==> config.mk <==
export PLATFORM = sky130hd
export DESIGN_NAME = seq_signed_divider
export DESIGN_NICKNAME = d
export VERILOG_FILES = /design/src/rtl/seq_signed_divider.sv
export SDC_FILE = /design/constraint.sdc
export NUM_CORES = 1
export LEC_CHECK = 0
export ABC_AREA = 1
export BUFFER_PORTS_ARGS = -buffer_cell sky130_fd_sc_hd__buf_4
export CAP_MARGIN = 15
export CORE_MARGIN = 10
export CORE_UTILIZATION = 25
export CTS_CLUSTER_DIAMETER = 200
export CTS_CLUSTER_SIZE = 25
export DETAILED_ROUTE_END_ITERATION = 8
export MAX_ROUTING_LAYER = met4
export SLEW_MARGIN = 40
export SYNTH_ARGS = -nofsm -noshare
export SYNTH_HDL_FRONTEND = slang
export SYNTH_SLANG_ARGS = --single-unit
export TNS_END_PERCENT = 1
==> constraint.sdc <==
create_clock -name clock -period 3.2 [get_ports clock]
set_input_delay 0.64 -clock clock [delete_from_list [all_inputs] [get_ports clock]]
set_output_delay 0.64 -clock clock [all_outputs]
set_load 0.01 [all_outputs]
==> src/rtl/seq_signed_divider.sv <==
// Multicycle signed divider: non-restoring on magnitudes, one quotient bit per clock.
// Define DIV_REMAINDER_EN to add the data_remainder output.
module alu #(
    parameter int WIDTH = 32
) (
    input  logic [WIDTH-1:0] a,
    input  logic [WIDTH-1:0] b,
    input  logic             op,
    output logic [WIDTH-1:0] sum
);
    assign sum = op ? a - b : a + b;
endmodule

module complement #(
    parameter int WIDTH = 32
) (
    input  logic [WIDTH-1:0] x,
    output logic [WIDTH-1:0] y,
    output logic             ovf
);
    assign y   = ~x + 1'b1;
    assign ovf = (x == {1'b1, {(WIDTH-1){1'b0}}});
endmodule

module div_control #(
    parameter int W = 32
) (
    input  logic clock,
    input  logic reset_n,
    input  logic start,
    output logic busy,
    output logic last
);
    typedef enum logic [1:0] {IDLE, RUN, DONE} state_t;
    localparam logic [5:0] LAST = 6'(W);

    state_t     state;
    logic [5:0] count;

    always_ff @(posedge clock or negedge reset_n) begin
        if (!reset_n) begin
            state <= IDLE;
            count <= '0;
        end else if (start) begin
            state <= RUN;
            count <= '0;
        end else begin
            case (state)
                RUN: begin
                    if (count == LAST) state <= DONE;
                    else               count <= count + 1'b1;
                end
                DONE: begin
                    state <= IDLE;
                    count <= '0;
                end
                default: ;
            endcase
        end
    end

    assign busy = (state == RUN);
    assign last = (count == LAST);
endmodule

module seq_signed_divider #(
    parameter int DATA_WIDTH = 32
) (
    input  logic                  clock,
    input  logic                  reset_n,
    input  logic                  ctrl_DIV,
    input  logic [DATA_WIDTH-1:0] data_operandA,
    input  logic [DATA_WIDTH-1:0] data_operandB,
    output logic [DATA_WIDTH-1:0] data_result,
    output logic                  data_exception,
    output logic                  data_resultRDY
`ifdef DIV_REMAINDER_EN
    ,
    output logic [DATA_WIDTH-1:0] data_remainder
`endif
);
    localparam int W = DATA_WIDTH;

    logic [W-1:0] neg_a, neg_b, neg_q, mag_a, mag_b, q_signed;
    logic [W-1:0] divisor;
    logic [W:0]   next_rem;
    logic [2*W:0] work;
    logic         sign, divzero, busy, last;
    logic         unused_ovf_a, unused_ovf_b, unused_ovf_q;

    complement #(W) u_neg_a (.x(data_operandA), .y(neg_a), .ovf(unused_ovf_a));
    complement #(W) u_neg_b (.x(data_operandB), .y(neg_b), .ovf(unused_ovf_b));
    complement #(W) u_neg_q (.x(work[W-1:0]), .y(neg_q), .ovf(unused_ovf_q));

    assign mag_a    = data_operandA[W-1] ? neg_a : data_operandA;
    assign mag_b    = data_operandB[W-1] ? neg_b : data_operandB;
    assign q_signed = sign ? neg_q : work[W-1:0];

    // Sign of the current partial remainder picks subtract (>= 0) or add.
    alu #(W+1) u_slice (
        .a   (work[2*W-1:W-1]),
        .b   ({1'b0, divisor}),
        .op  (~work[2*W]),
        .sum (next_rem)
    );

    div_control #(W) u_ctrl (
        .clock   (clock),
        .reset_n (reset_n),
        .start   (ctrl_DIV),
        .busy    (busy),
        .last    (last)
    );

`ifdef DIV_REMAINDER_EN
    logic         a_sign, unused_ovf_r;
    logic [W-1:0] rem_fix, neg_r;

    // A negative final remainder is corrected by adding the divisor back.
    alu #(W) u_fix (
        .a   (work[2*W-1:W]),
        .b   (divisor),
        .op  (1'b0),
        .sum (rem_fix)
    );
    complement #(W) u_neg_r (
        .x   (work[2*W] ? rem_fix : work[2*W-1:W]),
        .y   (neg_r),
        .ovf (unused_ovf_r)
    );
`endif

    always_ff @(posedge clock or negedge reset_n) begin
        if (!reset_n) begin
            work           <= '0;
            divisor        <= '0;
            sign           <= 1'b0;
            divzero        <= 1'b0;
            data_result    <= '0;
            data_exception <= 1'b0;
            data_resultRDY <= 1'b0;
`ifdef DIV_REMAINDER_EN
            a_sign         <= 1'b0;
            data_remainder <= '0;
`endif
        end else begin
            data_resultRDY <= 1'b0;
            if (ctrl_DIV) begin
                work    <= {{(W+1){1'b0}}, mag_a};
                divisor <= mag_b;
                sign    <= data_operandA[W-1] ^ data_operandB[W-1];
                divzero <= (data_operandB == '0);
`ifdef DIV_REMAINDER_EN
                a_sign  <= data_operandA[W-1];
`endif
            end else if (busy && !last) begin
                work <= {next_rem, work[W-2:0], ~next_rem[W]};
            end else if (busy) begin
                data_resultRDY <= 1'b1;
                data_exception <= divzero;
                data_result    <= divzero ? '0 : q_signed;
`ifdef DIV_REMAINDER_EN
                if (divzero)     data_remainder <= '0;
                else if (a_sign) data_remainder <= neg_r;
                else data_remainder <= work[2*W] ? rem_fix : work[2*W-1:W];
`endif
            end
        end
    end
endmodule

* Yosys cells after proc, flatten, opt, wreduce, memory -nomap -nowiden
Index checks and enable logic that the tools add are counted.
** Storage, ports and cells
- Flip-flop bits (word level) :: 141
- Input port bits :: 67
** Operators by class
- Add/subtract/negate cells :: 6
- Equal/unequal tests :: 5
- Multiplexer cells :: 16
- Bitwise logic cells :: 7
- Reductions and logical operators :: 8
** Operators by type and width (number)
- 2-to-1 mux 65 bit :: 2
- 2-to-1 mux 32 bit :: 4
- adder 32 x 1 -> 32 bit (second input constant) :: 3
- NOT 32 bit :: 3
- adder 33 x 32 -> 33 bit :: 1
- 2-to-1 mux 33 bit :: 1
- subtractor 33 x 32 -> 33 bit :: 1
- zero test 32 bit :: 1
- 2-to-1 mux 6 bit :: 2
- case mux 6 bit (2 select lines) :: 1
- adder 6 x 1 -> 6 bit (second input constant) :: 1
- equality test 6 bit (second input constant) :: 1
- 2-to-1 mux 2 bit :: 2
- case mux 2 bit (2 select lines) :: 1
- AND reduction 2 bit :: 2
- 2-to-1 mux 1 bit :: 3
- inequality test 3 x 2 -> 1 bit (second input constant) :: 1
- inequality test 3 bit (second input constant) :: 1
- NOT 1 bit :: 3
- AND reduction 3 bit :: 1
- nonzero test 3 bit :: 1
- equality test 2 x 1 -> 1 bit (second input constant) :: 1
- equality test 2 bit (second input constant) :: 1
- nonzero test 2 bit :: 1
- other kinds (3) :: 3

* Logic depth before layout (Yosys ltp)
- Depth after elaboration :: 5
- Mapped depth :: 22
- Gate-level depth less buffers :: 22

* Cells and area by module
A second synthesis with hierarchy kept.
** Unflattened totals
- Cell total of the unflattened synthesis :: 1993
- Area, all modules :: 12690.9 sq um
** Modules (own cells, without submodules)
- seq_signed_divider :: times used 1, cells each 704, area an instance 6080.8 sq um, seq. area each 3328.2 sq um
- alu :: times used 1, cells each 668, area an instance 3289.4 sq um, seq. area each 0.0 sq um
- complement :: times used 3, cells each 187, area an instance 945.9 sq um, seq. area each 0.0 sq um
- div_control :: times used 1, cells each 60, area an instance 483.0 sq um, seq. area each 200.2 sq um

* Worst setup path before layout
Ideal clock, no wire load.
- Path kind :: register to register
- Start :: register divisor[0]
- End :: register work[49]
- Arrival :: 2.633 ns
- Data required time :: 3.082 ns
- Slack :: 0.449 ns
- Cell stages (with the launch flop) :: 17
- Path buffers :: 0
- Period minus slack after synthesis :: 2.751 ns
- Cells stage by stage :: dfrtp_1 > inv_1 > ha_1 > nand4_1 > inv_1 > nand2_1 > o21ai_0 > o21ai_0 > xor2_1 > ha_1 > nand2_1 > nor4_1 > o21ai_0 > nand3_1 > nand2_1 > nand3_1 > nand2_1
** On the way
- Longest elaborated chain between the ends :: 4
- Elaborated cells between the ends (all ways) :: 5
** RTL lines
- start, declared :: RTL line 85 : logic [W-1:0] divisor;
- start signal, assigned :: RTL line 150 : divisor <= mag_b;
- subtractor 33 x 32 -> 33 bit or adder 33 x 32 -> 33 bit (tied branches) :: RTL line 11 : assign sum = op ? a - b : a + b;
- 2-to-1 mux 33 bit (*) :: RTL line 11
- 2-to-1 mux 65 bit (*) :: RTL line 156 : end else if (busy && !last) begin
- 2-to-1 mux 65 bit (*) :: RTL line 148 : if (ctrl_DIV) begin
- end signal, assigned :: RTL line 149 : work <= {{(W+1){1'b0}}, mag_a};
- end signal, assigned :: RTL line 157 : work <= {next_rem, work[W-2:0], ~next_rem[W]};
- end, declared :: RTL line 87 : logic [2*W:0] work;
Every way passes the cells marked *; elsewhere a longest branch is shown, timed or not. The select of a mux whose other input is x is not followed.
A chain may end at the register's enable or synchronous reset.

* Final worst setup path
- Start :: register divisor[0]
- End :: register work[64]
Same word-level chain as after synthesis.

==> metrics <==
Vias 11100; synthesized flop and latch total 141; Core Rows 77; Clock Skew 0.0106 ns; clock period minus worst slack ~3 ns; remaining routing DRC violations 0; slew margin rel. between 50 and 60%; placed cell count 2355; Finished Layout Cells 2392; hpwl dp roughly 30 mm; Worst EP required ~3.5 ns; drt first-iter violations 848; Slew @ Worst Pin 0.722 ns; crit start category flop; nets 1893; post-route setup TNS 0 ns; initial antenna violation count 0; FF-to-FF Start divisor[0]; status finished clean; DRT antenna net count 0; met2 WL 16.7 mm; Syn Area/Cell 6.64 sq um; post-synth top area share 31.6%; CTS clock-pin slew for the worst setup and hold paths 0.07 ns; fmax between 300 and 400 MHz; syn nets 1789; crit path DAT approximately 3.4 ns; Global Route Usage Sum 14.1%; Pre-antenna DRT Iters 6; clk sink count 141; total power divided by cell area about 700 nW/um^2; port bufs 100; register area share after synthesis between 30% and 40%; pin count of the biggest net entering global routing 71; vias per cell 4.62; Top-Level Pins about 100; CTS tree built; met3 WL 1.36 mm; Final Hold Viols 0; Slew Limit Fails 0; Setup violations, final 0; Die Y-Extent 231 um; RSZ-0062 raised after global routing true; ratio of final minimum period to clock period between 90% and 100%; Avg WL per Cell 15.6 um; VDD IR max 0.432 mV; # diodes 0; maximum fanout along the worst path 6; Die Width approximately 230 um; Critical Path Start divisor[0]; Core ar. between 40000 and 50000 sq um; H-tree depth 4; CP endpoint kind flop; utilization after layout 30.2%; hold slack 0.185 ns; yosys synthesis warning count 0; cells after synthesis 1683; dominant synthesized flop cell dfrtp_1; kind of critical path reg2reg; layout cells sized above 1 between 10% and 20%; DR top layer met4; area post-placement roughly 13000 sq um; synth unique cells 51; dominant cells by area after synthesis dfrtp_1, nand2_1, inv_1; Initial Util 25.3%; Max Buffers Root-to-Sink 2; Synth area leader dfrtp_1; number of synthesized flops with an enable pin 0; Post-CTS Hold Buffers 0; mapped cell area 11200 sq um; Root Buffer clkbuf_16; gr ovfl total 0; Final GP Congestion about 0.95; Metal-1 WL 18.6 mm; first-pass GRT wire length 58.7 mm; ys async rst share 100%; Lkg Pwr ~6.5 nW; Post-Route WL roughly 37 mm; final instance area 13400 sq um; number of global-route vias before repair 10500; die area 53500 sq um; area delta synth->final 19.8%; Hold WC Path Type in2async; maxcap violations 0; Clock Latency Late Sink approximately 0.45 ns; R2R setup slack 0.15 ns; number of CTS-inserted buffers 17
-- stage by stage --
step	total power, mW	setup WS [ns]
after global placement	7.18	0.0461
after floorplan	5.64	0.449
after detailed placement	7.19	-0.0215
final	9.42	0.151
after CTS	9.17	0.00703
after global routing	10.2	-0.0450
-- repair_timing --
item                                    4_1_cts  5_1_grt
pin swaps                                     0       10
endpoints found under the hold margin         0        0
endpoints found under the setup margin        5       20
resized for setup                             3       41
setup buffers                                 0        5
gates cloned                                  0        0
-- layer usage --
layer,global-route usage (%),vias to the layer above
li1,-,5713
met1,19.3,5102
met3,2.05,33
met4,4.25,0
met5,-,-
met2,21.3,211
-- cells in the mapped netlist, types with 3 or more instances --
master / number
o21ai_0: 111
nor3_4: 5
ha_1: 38
buf_2: 16
nand4_1: 28
nand3_1: 137
nor2_4: 4
inv_1: 192
nand2_1: 478
nor4_1: 6
xor2_1: 57
dfrtp_1: 141
o221ai_1: 13
nand3_2: 8
a22o_1: 4
clkbuf_1: 17
nand2_2: 9
o31ai_1: 3
xnor2_1: 11
nand3b_1: 7
a31oi_1: 6
nor2_2: 8
o21ai_2: 3
o22ai_1: 12
or2_2: 4
a21o_1: 3
o21bai_1: 12
o211ai_1: 4
buf_4: 3
buf_1: 8
or2_0: 3
inv_2: 8
o21ai_1: 25
nor2_1: 178
a21oi_1: 78
nor3_1: 23
-- layout by cell type, fill, tap and decap left out, drive strengths merged, types with 9 or more instances in the layout --
cell / n
nand2: 488
inv: 202
nor2: 191
nand3: 145
dfrtp: 141
o21ai: 140
buf: 131
a21oi: 78
xor2: 57
ha: 38
nand4: 29
nor3: 29
clkbuf: 20
o221ai: 13
o22ai: 12
o21bai: 12
xnor2: 11
or2: 9
-- power by group --
| part | internal, mW | total [mW] | switching [mW] |
|---|---|---|---|
| Sequential | 2.08 | 2.33 | 0.254 |
| Combinational | 1.80 | 5.16 | 3.37 |
| Clock | 1.09 | 1.93 | 0.836 |
-- final cells by class --
type                    count  area, sq um
clock inverters            12          113
flip-flops and latches    141         3530
repair buffers            131         1000
inverters                 200          751
fillers                  4881        30800
well taps                 592          741
clock buffers              20          447
multi-input cells        1296         6800
-- logic make-up after synthesis --
group | Yosys count | share of synthesized area [%]
AOI/OAI and AO/OA | 280 | 14.3
DFF | 141 | 31.6
buffers and inverters | 246 | 8.68
adders and majority gates | 39 | 4.44
and+or+nand+nor | 909 | 35.7
xor gates and xnor gates | 68 | 5.33
-- registers in the layout (all words and copies together) (netlist names) --
| name | cells |
|---|---|
| data_result | 32 |
| sign | 1 |
| divisor | 32 |
| u_ctrl.state | 2 |
| data_exception | 1 |
| data_resultRDY | 1 |
| u_ctrl.count | 6 |
| divzero | 1 |
| work | 65 |
-- worst paths after layout --
check / to / depth (start not counted)
max reg2reg: work[64] / 18
max: work[64] / 18
min: work[40] / 1
min in group clock: divisor[0] / 3
min reg2reg: data_result[10] / 2
max in group asynchronous: divisor[30] / 2
-- worst max-delay path, cell delays in order (launching register included) --
cell and delay, ns:
dfrtp_1 0.39, inv_2 0.10, nand3_2 0.11, nor3_4 0.16, nand2_2 0.13, o31ai_4 0.30, nand2_1 0.11, xor2_1 0.23
ha_2 0.38, a21oi_1 0.24, nand2_1 0.12, nand2_1 0.07, nand2_1 0.07, inv_1 0.06, nand2_1 0.05, a21oi_1 0.11
nand2_1 0.08, nand4_1 0.13, nand2_1 0.08
Power figures use the tool's default switching activity.
